**src/rtl/ps2_note_sched.sv**
```systemverilog
`timescale 1ns / 1ps
// ps2_note_sched
// Sequencing controller between the PS/2 scan-code receiver and the tone datapath.
// It parses make/break/extended byte sequences and keeps a last-pressed-wins stack of held keys.
// The top of the stack drives the tone nibbles, and the stack depth drives the audio gate.
// A valid flag is raised for every change of tone or gate. Only the latest change is kept;
// earlier changes are not queued.
//
// Optional build macro: NOTE_SCHED_RELEASE_EN
//   When this macro is defined, audio_en stays high for RELEASE_CYCLES cycles after the
//   last key is released.
//
// Ports:
//   CLOCK_50   in   clock, rising edge
//   resetn     in   asynchronous active-low reset
//   ps2_byte   in   [7:0] received scan-code byte
//   ps2_valid  in   one-cycle strobe qualifying ps2_byte
//   upd_ready  in   tone datapath accepts the pending update
//   upd_valid  out  tone/gate update pending
//   tone_hi    out  [3:0] upper nibble of sounding scan code
//   tone_lo    out  [3:0] lower nibble of sounding scan code
//   audio_en   out  audio gate
//   held_cnt   out  [3:0] number of held keys on the stack
//   overflow   out  one-cycle pulse when the oldest held key is dropped
module ps2_note_sched #(
   parameter int unsigned DEPTH          = 4,
   parameter int unsigned RELEASE_CYCLES = 2500000
) (
   input  logic       CLOCK_50,
   input  logic       resetn,
   input  logic [7:0] ps2_byte,
   input  logic       ps2_valid,
   input  logic       upd_ready,
   output logic       upd_valid,
   output logic [3:0] tone_hi,
   output logic [3:0] tone_lo,
   output logic       audio_en,
   output logic [3:0] held_cnt,
   output logic       overflow
);

   typedef enum logic [1:0] {StIdle, StBrk, StExt, StExtBrk} state_t;

   state_t     st_q, st_d;
   logic [7:0] stk_q [DEPTH];
   logic [7:0] stk_d [DEPTH];
   logic [3:0] cnt_q, cnt_d;
   logic [7:0] tone_q, tone_d;
   logic       aud_q, aud_d;
   logic       vld_q, vld_d;
   logic       ovf_q, ovf_d;
   logic       is_make, is_break;
   logic       hit;
   logic [3:0] hit_idx;
   logic [7:0] top_d;
   logic       chg;

   // Parser: classify the incoming byte as a make, a break, or a byte to ignore.
   always_comb begin
      st_d     = st_q;
      is_make  = 1'b0;
      is_break = 1'b0;
      if (ps2_valid) begin
         unique case (st_q)
            StIdle: begin
               if (ps2_byte == 8'hF0) begin
                  st_d = StBrk;
               end else if (ps2_byte == 8'hE0) begin
                  st_d = StExt;
               end else if (!(ps2_byte inside {8'h00, 8'hAA, 8'hFA, 8'hFE, 8'hFF})) begin
                  is_make = 1'b1;
               end
            end
            StBrk: begin
               is_break = 1'b1;
               st_d     = StIdle;
            end
            // Extended keys never sound: their make and break sequences are swallowed.
            StExt:    st_d = (ps2_byte == 8'hF0) ? StExtBrk : StIdle;
            StExtBrk: st_d = StIdle;
            default:  st_d = StIdle;
         endcase
      end
   end

   // Find the lowest valid slot that holds the incoming byte.
   // A key is stored at most once, so there is never more than one match.
   always_comb begin
      hit     = 1'b0;
      hit_idx = '0;
      for (int i = 0; i < DEPTH; i++) begin
         if (!hit && (4'(i) < cnt_q) && (stk_q[i] == ps2_byte)) begin
            hit     = 1'b1;
            hit_idx = 4'(i);
         end
      end
   end

   // Stack edit. Slot 0 is the oldest key and slot cnt-1 is the top.
   // Slots at or above cnt hold stale data that is never read.
   always_comb begin
      stk_d = stk_q;
      cnt_d = cnt_q;
      ovf_d = 1'b0;
      if (is_make) begin
         if (!hit) begin
            if (cnt_q == 4'(DEPTH)) begin
               for (int i = 0; i < DEPTH - 1; i++) begin
                  stk_d[i] = stk_q[i + 1];
               end
               stk_d[DEPTH-1] = ps2_byte;
               ovf_d          = 1'b1;
            end else begin
               for (int i = 0; i < DEPTH; i++) begin
                  if (4'(i) == cnt_q) begin
                     stk_d[i] = ps2_byte;
                  end
               end
               cnt_d = cnt_q + 4'd1;
            end
         end else if (hit_idx != cnt_q - 4'd1) begin
            // The key is held but is not on top. Close the gap it leaves, then re-place it on top.
            for (int i = 0; i < DEPTH - 1; i++) begin
               if ((4'(i) >= hit_idx) && (4'(i) + 4'd1 < cnt_q)) begin
                  stk_d[i] = stk_q[i + 1];
               end
            end
            for (int i = 0; i < DEPTH; i++) begin
               if (4'(i) + 4'd1 == cnt_q) begin
                  stk_d[i] = ps2_byte;
               end
            end
         end
      end else if (is_break && hit) begin
         for (int i = 0; i < DEPTH - 1; i++) begin
            if ((4'(i) >= hit_idx) && (4'(i) + 4'd1 < cnt_q)) begin
               stk_d[i] = stk_q[i + 1];
            end
         end
         cnt_d = cnt_q - 4'd1;
      end
   end

   // Next sounding key. The tone keeps its last value while the stack is empty.
   always_comb begin
      top_d = tone_q;
      for (int i = 0; i < DEPTH; i++) begin
         if (4'(i) + 4'd1 == cnt_d) begin
            top_d = stk_d[i];
         end
      end
      tone_d = (cnt_d != 4'd0) ? top_d : tone_q;
   end

`ifdef NOTE_SCHED_RELEASE_EN
   localparam int unsigned RelW = $clog2(RELEASE_CYCLES + 1);

   logic [RelW-1:0] rel_q, rel_d;

   // Release tail: the counter is loaded when the stack empties. The gate drops on the edge
   // where the counter leaves 1. Any make reloads nothing and simply cancels the tail.
   always_comb begin
      rel_d = rel_q;
      aud_d = (cnt_d != 4'd0);
      if (cnt_d != 4'd0) begin
         rel_d = '0;
      end else if (cnt_q != 4'd0) begin
         rel_d = RelW'(RELEASE_CYCLES);
         aud_d = 1'b1;
      end else if (rel_q != '0) begin
         rel_d = rel_q - 1'b1;
         aud_d = (rel_q != RelW'(1));
      end
   end

   always_ff @(posedge CLOCK_50 or negedge resetn) begin
      if (!resetn) begin
         rel_q <= '0;
      end else begin
         rel_q <= rel_d;
      end
   end
`else
   always_comb begin
      aud_d = (cnt_d != 4'd0);
   end
`endif

   // A new change keeps the flag set, even when the datapath accepts the previous update
   // on the same edge.
   always_comb begin
      chg   = (tone_d != tone_q) || (aud_d != aud_q);
      vld_d = chg || (vld_q && !upd_ready);
   end

   always_ff @(posedge CLOCK_50 or negedge resetn) begin
      if (!resetn) begin
         st_q   <= StIdle;
         cnt_q  <= '0;
         tone_q <= '0;
         aud_q  <= 1'b0;
         vld_q  <= 1'b0;
         ovf_q  <= 1'b0;
         for (int i = 0; i < DEPTH; i++) begin
            stk_q[i] <= '0;
         end
      end else begin
         st_q   <= st_d;
         cnt_q  <= cnt_d;
         tone_q <= tone_d;
         aud_q  <= aud_d;
         vld_q  <= vld_d;
         ovf_q  <= ovf_d;
         stk_q  <= stk_d;
      end
   end

   assign upd_valid = vld_q;
   assign tone_hi   = tone_q[7:4];
   assign tone_lo   = tone_q[3:0];
   assign audio_en  = aud_q;
   assign held_cnt  = cnt_q;
   assign overflow  = ovf_q;

endmodule

```
**config.mk**
```make
export PLATFORM = sky130hd
export DESIGN_NAME = ps2_note_sched
export DESIGN_NICKNAME = d
export VERILOG_FILES = /design/src/rtl/ps2_note_sched.sv
export SDC_FILE = /design/constraint.sdc
export NUM_CORES = 1
export LEC_CHECK = 0
export CORE_MARGIN = 2
export CORE_UTILIZATION = 50
export DETAILED_ROUTE_END_ITERATION = 6
export DONT_BUFFER_PORTS = 1
export GPL_ROUTABILITY_DRIVEN = 0
export SLEW_MARGIN = 20
export SYNTH_ARGS = -nofsm -noshare
export SYNTH_HDL_FRONTEND = slang
export SYNTH_SLANG_ARGS = --single-unit
```
**constraint.sdc**
```tcl
create_clock -name CLOCK_50 -period 7.8 [get_ports CLOCK_50]
set_input_delay 1.95 -clock CLOCK_50 [delete_from_list [all_inputs] [get_ports CLOCK_50]]
set_output_delay 1.95 -clock CLOCK_50 [all_outputs]
set_load 0.02 [all_outputs]
```
==> flow_summary.toml <==
[route]
top_layer_used = "met4"
met2RoutedLength_mm = 7.72
route.detailed.wl_per_inst_um = 24.7
drt-initial-drc-count = 650
route.detailed.vias_per_inst = 7.17
detailroute.wirelength.met3_mm = 1.81
drt_pass1_iterations = 5
drt_drc_violations_left = 0
met1_length_mm = 7.68
postRouteWirelength_mm = 17.9
vias = 5211
drt.antenna.violating_nets = 0

[synthesis]
post_synth_fa_ha_maj_area_fraction = 0.0103
fraction_of_synthesis_flops_using_an_asynchronous_set_or_reset_pin = 1.00
yosysWarningCount = 0
sequential_area_share_after_synthesis = 0.252
dominant_combinational_cell_family_by_area_after_synthesis = "compound AO/OA/AOI/OAI gates"
synth_compound_area_frac = 0.307
synth_area_um2 = 4870
syn_nets = 642
synthDominantCellAreaShare = 0.252
syn_inst = 626
number_of_enable_flip_flop_cells_after_synthesis = 0
simple_gate_fraction_of_synth_area = 0.237
synth_top_area_cell = "sky130_fd_sc_hd__dfrtp_1"
synth.area.top_cells = "sky130_fd_sc_hd__dfrtp_1 (25%), sky130_fd_sc_hd__mux2i_1 (5.3%), sky130_fd_sc_hd__nand2_1 (5.2%), sky130_fd_sc_hd__nor2_1 (4.6%), sky130_fd_sc_hd__xor2_1 (4.1%)"
synthFlopType = "sky130_fd_sc_hd__dfrtp_1"
synth_area_per_cell_um2 = 7.77
yosys.cell_types.count = 77
synth_xor_xnor_area_share = 0.0666
synth.ff_latch_count = 49
yosys-mux-area-fraction = 0.0689

[hold_path]
tightest_hold_check_type = "flop to flop"
hold-path-cell-count = 1

[global_route]
first_global_vias = 4851
grt_usage = 0.351
grt_first_pass_wirelength_mm = 28.0
grt_max_degree = 50
grt_remaining_overflow = 0
initial_antenna_violation_count = 0

[placed_design]
worst_slack_placed_ps = 1670
dp.final_hpwl_mm = 13.1
detailed_place.area_um2 = 4890
portBuffers = 0
dpl.cell_count = 720

[worst_setup_path]
critical_path_required_ps = 7990
cp_data_arrival_time_ps = 6120
cp-end-kind = "flop"
worst_setup_start_kind = "primary input"
ff2ff_path_depth = 15
worstPathMaxFanout = 14
path_class = "primary input to flop"
worst-r2r-setup-slack_ps = 2210

[floorplanning]
cell_rows = 36
core_area_um2 = 9590
floorplan.die_area_um2 = 10500
die_height_um = 103
initial_utilization = 0.507
floorplan.io_pins = 27
die_width_um = 103

[cells_and_area]
numnets_final = 610
drive_above_1_share = 0.0808
stdcell_area_um2 = 4980
stdcell_count = 727
most_frequent_standard_cell_in_the_layout_excluding_fill_and_tap_cells = "sky130_fd_sc_hd__nand2_1"
syn_to_final_growth_pct = 2.42
antenna-diode-count = 0
layout.cells.most_common_list = "sky130_fd_sc_hd__nand2_1 (67), sky130_fd_sc_hd__nor2_1 (60), sky130_fd_sc_hd__dfrtp_1 (49)"

[timing]
rsz0062_at_grt = "no"
post-route-period-util = 0.759
final-max-slew-violation-count = 0
max_freq_ghz = 0.169
totalNegativeSetupSlack_ps = 0
fin_worst_skew_ps = 12.1
worstMarginPinSlew_ps = 1170
hold_viol_final = 0
postLayoutSetupSlackWorst_ps = 1880
final_period_minus_worst_setup_slack_ps = 5920
finalSetupViolations = 0
slew_headroom = 0.223

[clock_network]
cts-hold-fix-buffers = 0
cts-buffers-inserted = 5
clock_sinks = 49
ctsRootBufferMaster = "sky130_fd_sc_hd__clkbuf_8"
post_cts_setup_inserts = 0
clk_latency_ps = 330
tritoncts = "yes"
clock_tree.buffer_depth = 2
clk_pin_slew_ps = 90
post_cts.resized_instances = 0
htreeDepth = 2

[power_and_ir_drop]
worst_ir_drop_vdd_mv = 0.231
power.total_mw = 2.40
p_leak_nw = 2.05
powerDensity_nw_per_um2 = 481

[run]
maxCapViolations = 0

[status]
run_status = "completed"
## per-layer routing
layer	GRT usage	up-vias
met3	0.0644	71
met4	0.133	0
met1	0.500	2506
li1	-	2272
met2	0.529	362
met5	0	-
## synthesized netlist by cell type (7+ instances only)
library cell and n:
sky130_fd_sc_hd__a21oi_1 35, sky130_fd_sc_hd__nor2_1 60, sky130_fd_sc_hd__o21a_1 7, sky130_fd_sc_hd__a211o_1 10
sky130_fd_sc_hd__nand2_1 67, sky130_fd_sc_hd__a21o_1 7, sky130_fd_sc_hd__dfrtp_1 49, sky130_fd_sc_hd__o211ai_1 7
sky130_fd_sc_hd__nor4_1 10, sky130_fd_sc_hd__o22ai_1 10, sky130_fd_sc_hd__mux2i_1 26, sky130_fd_sc_hd__xnor2_1 14
sky130_fd_sc_hd__xor2_1 23, sky130_fd_sc_hd__and3_1 7, sky130_fd_sc_hd__nor3_1 18, sky130_fd_sc_hd__clkbuf_1 21
sky130_fd_sc_hd__inv_1 13, sky130_fd_sc_hd__buf_2 24, sky130_fd_sc_hd__a211oi_1 10, sky130_fd_sc_hd__o21ai_0 35
sky130_fd_sc_hd__nand3_1 22
## metrics by stage
step | util | hold slack [ps]
6_report | 0.519 | 632
4_1_cts | 0.519 | 621
5_1_grt | 0.519 | 668
3_3_place_gp | 0.510 | 602
3_5_place_dp | 0.510 | 599
2_1_floorplan | - | 540
## final cells by class
class	count	area, um^2
Multi-Input combinational cell	512	3370
Sequential cell	49	1230
Fill cell	952	4610
Timing Repair Buffer	10	75.1
Inverter	16	60.1
Tap cell	133	166
Clock buffer	6	82.6
Clock inverter	1	7.51
## critical path, stage by stage
cell                        delay, ps
sky130_fd_sc_hd__xnor2_1          150
sky130_fd_sc_hd__nand2_1          130
sky130_fd_sc_hd__or4_1            700
sky130_fd_sc_hd__nand4_1          500
sky130_fd_sc_hd__buf_4            310
sky130_fd_sc_hd__mux2i_1          240
sky130_fd_sc_hd__xor2_1           140
sky130_fd_sc_hd__nor3_2           590
sky130_fd_sc_hd__nand3_1          410
sky130_fd_sc_hd__o221ai_1         430
sky130_fd_sc_hd__o2bb2ai_1        130
sky130_fd_sc_hd__nor4_1           280
sky130_fd_sc_hd__o2111ai_1        120
## path summary, 6_finish.rpt
kind	start	to
max reg2reg	held_cnt[0]$_DFF_PN0_	upd_valid$_DFF_PN0_
min	stk_q[30]$_DFF_PN0_	stk_q[30]$_DFF_PN0_
min in group asynchronous	resetn	stk_q[27]$_DFF_PN0_
max	ps2_byte[2]	upd_valid$_DFF_PN0_
min reg2reg	stk_q[30]$_DFF_PN0_	stk_q[30]$_DFF_PN0_
max in group asynchronous	resetn	stk_q[1]$_DFF_PN0_
## state kept, by name, indices dropped and copies added (netlist names)
name and cells:
tone_q 8, stk_q 32, upd_valid 1, audio_en 1, st_q 2, held_cnt 4, overflow 1
## cells by family after synthesis
kind of cell	count (synthesis)
AOI/OAI and AO/OA	204
xor gates and xnor gates	37
adders and majority gates	4
buffers and inverters	65
DFF	49
muxes	32
and+or+nand+nor	235
## where the power goes
part           switching (mW)  internal [mW]  leakage [nW]
logic                   0.981          0.599          1.41
registers               0.286          0.369         0.606
clock network          0.0945         0.0704        0.0433
Power figures use the tool's default switching activity.
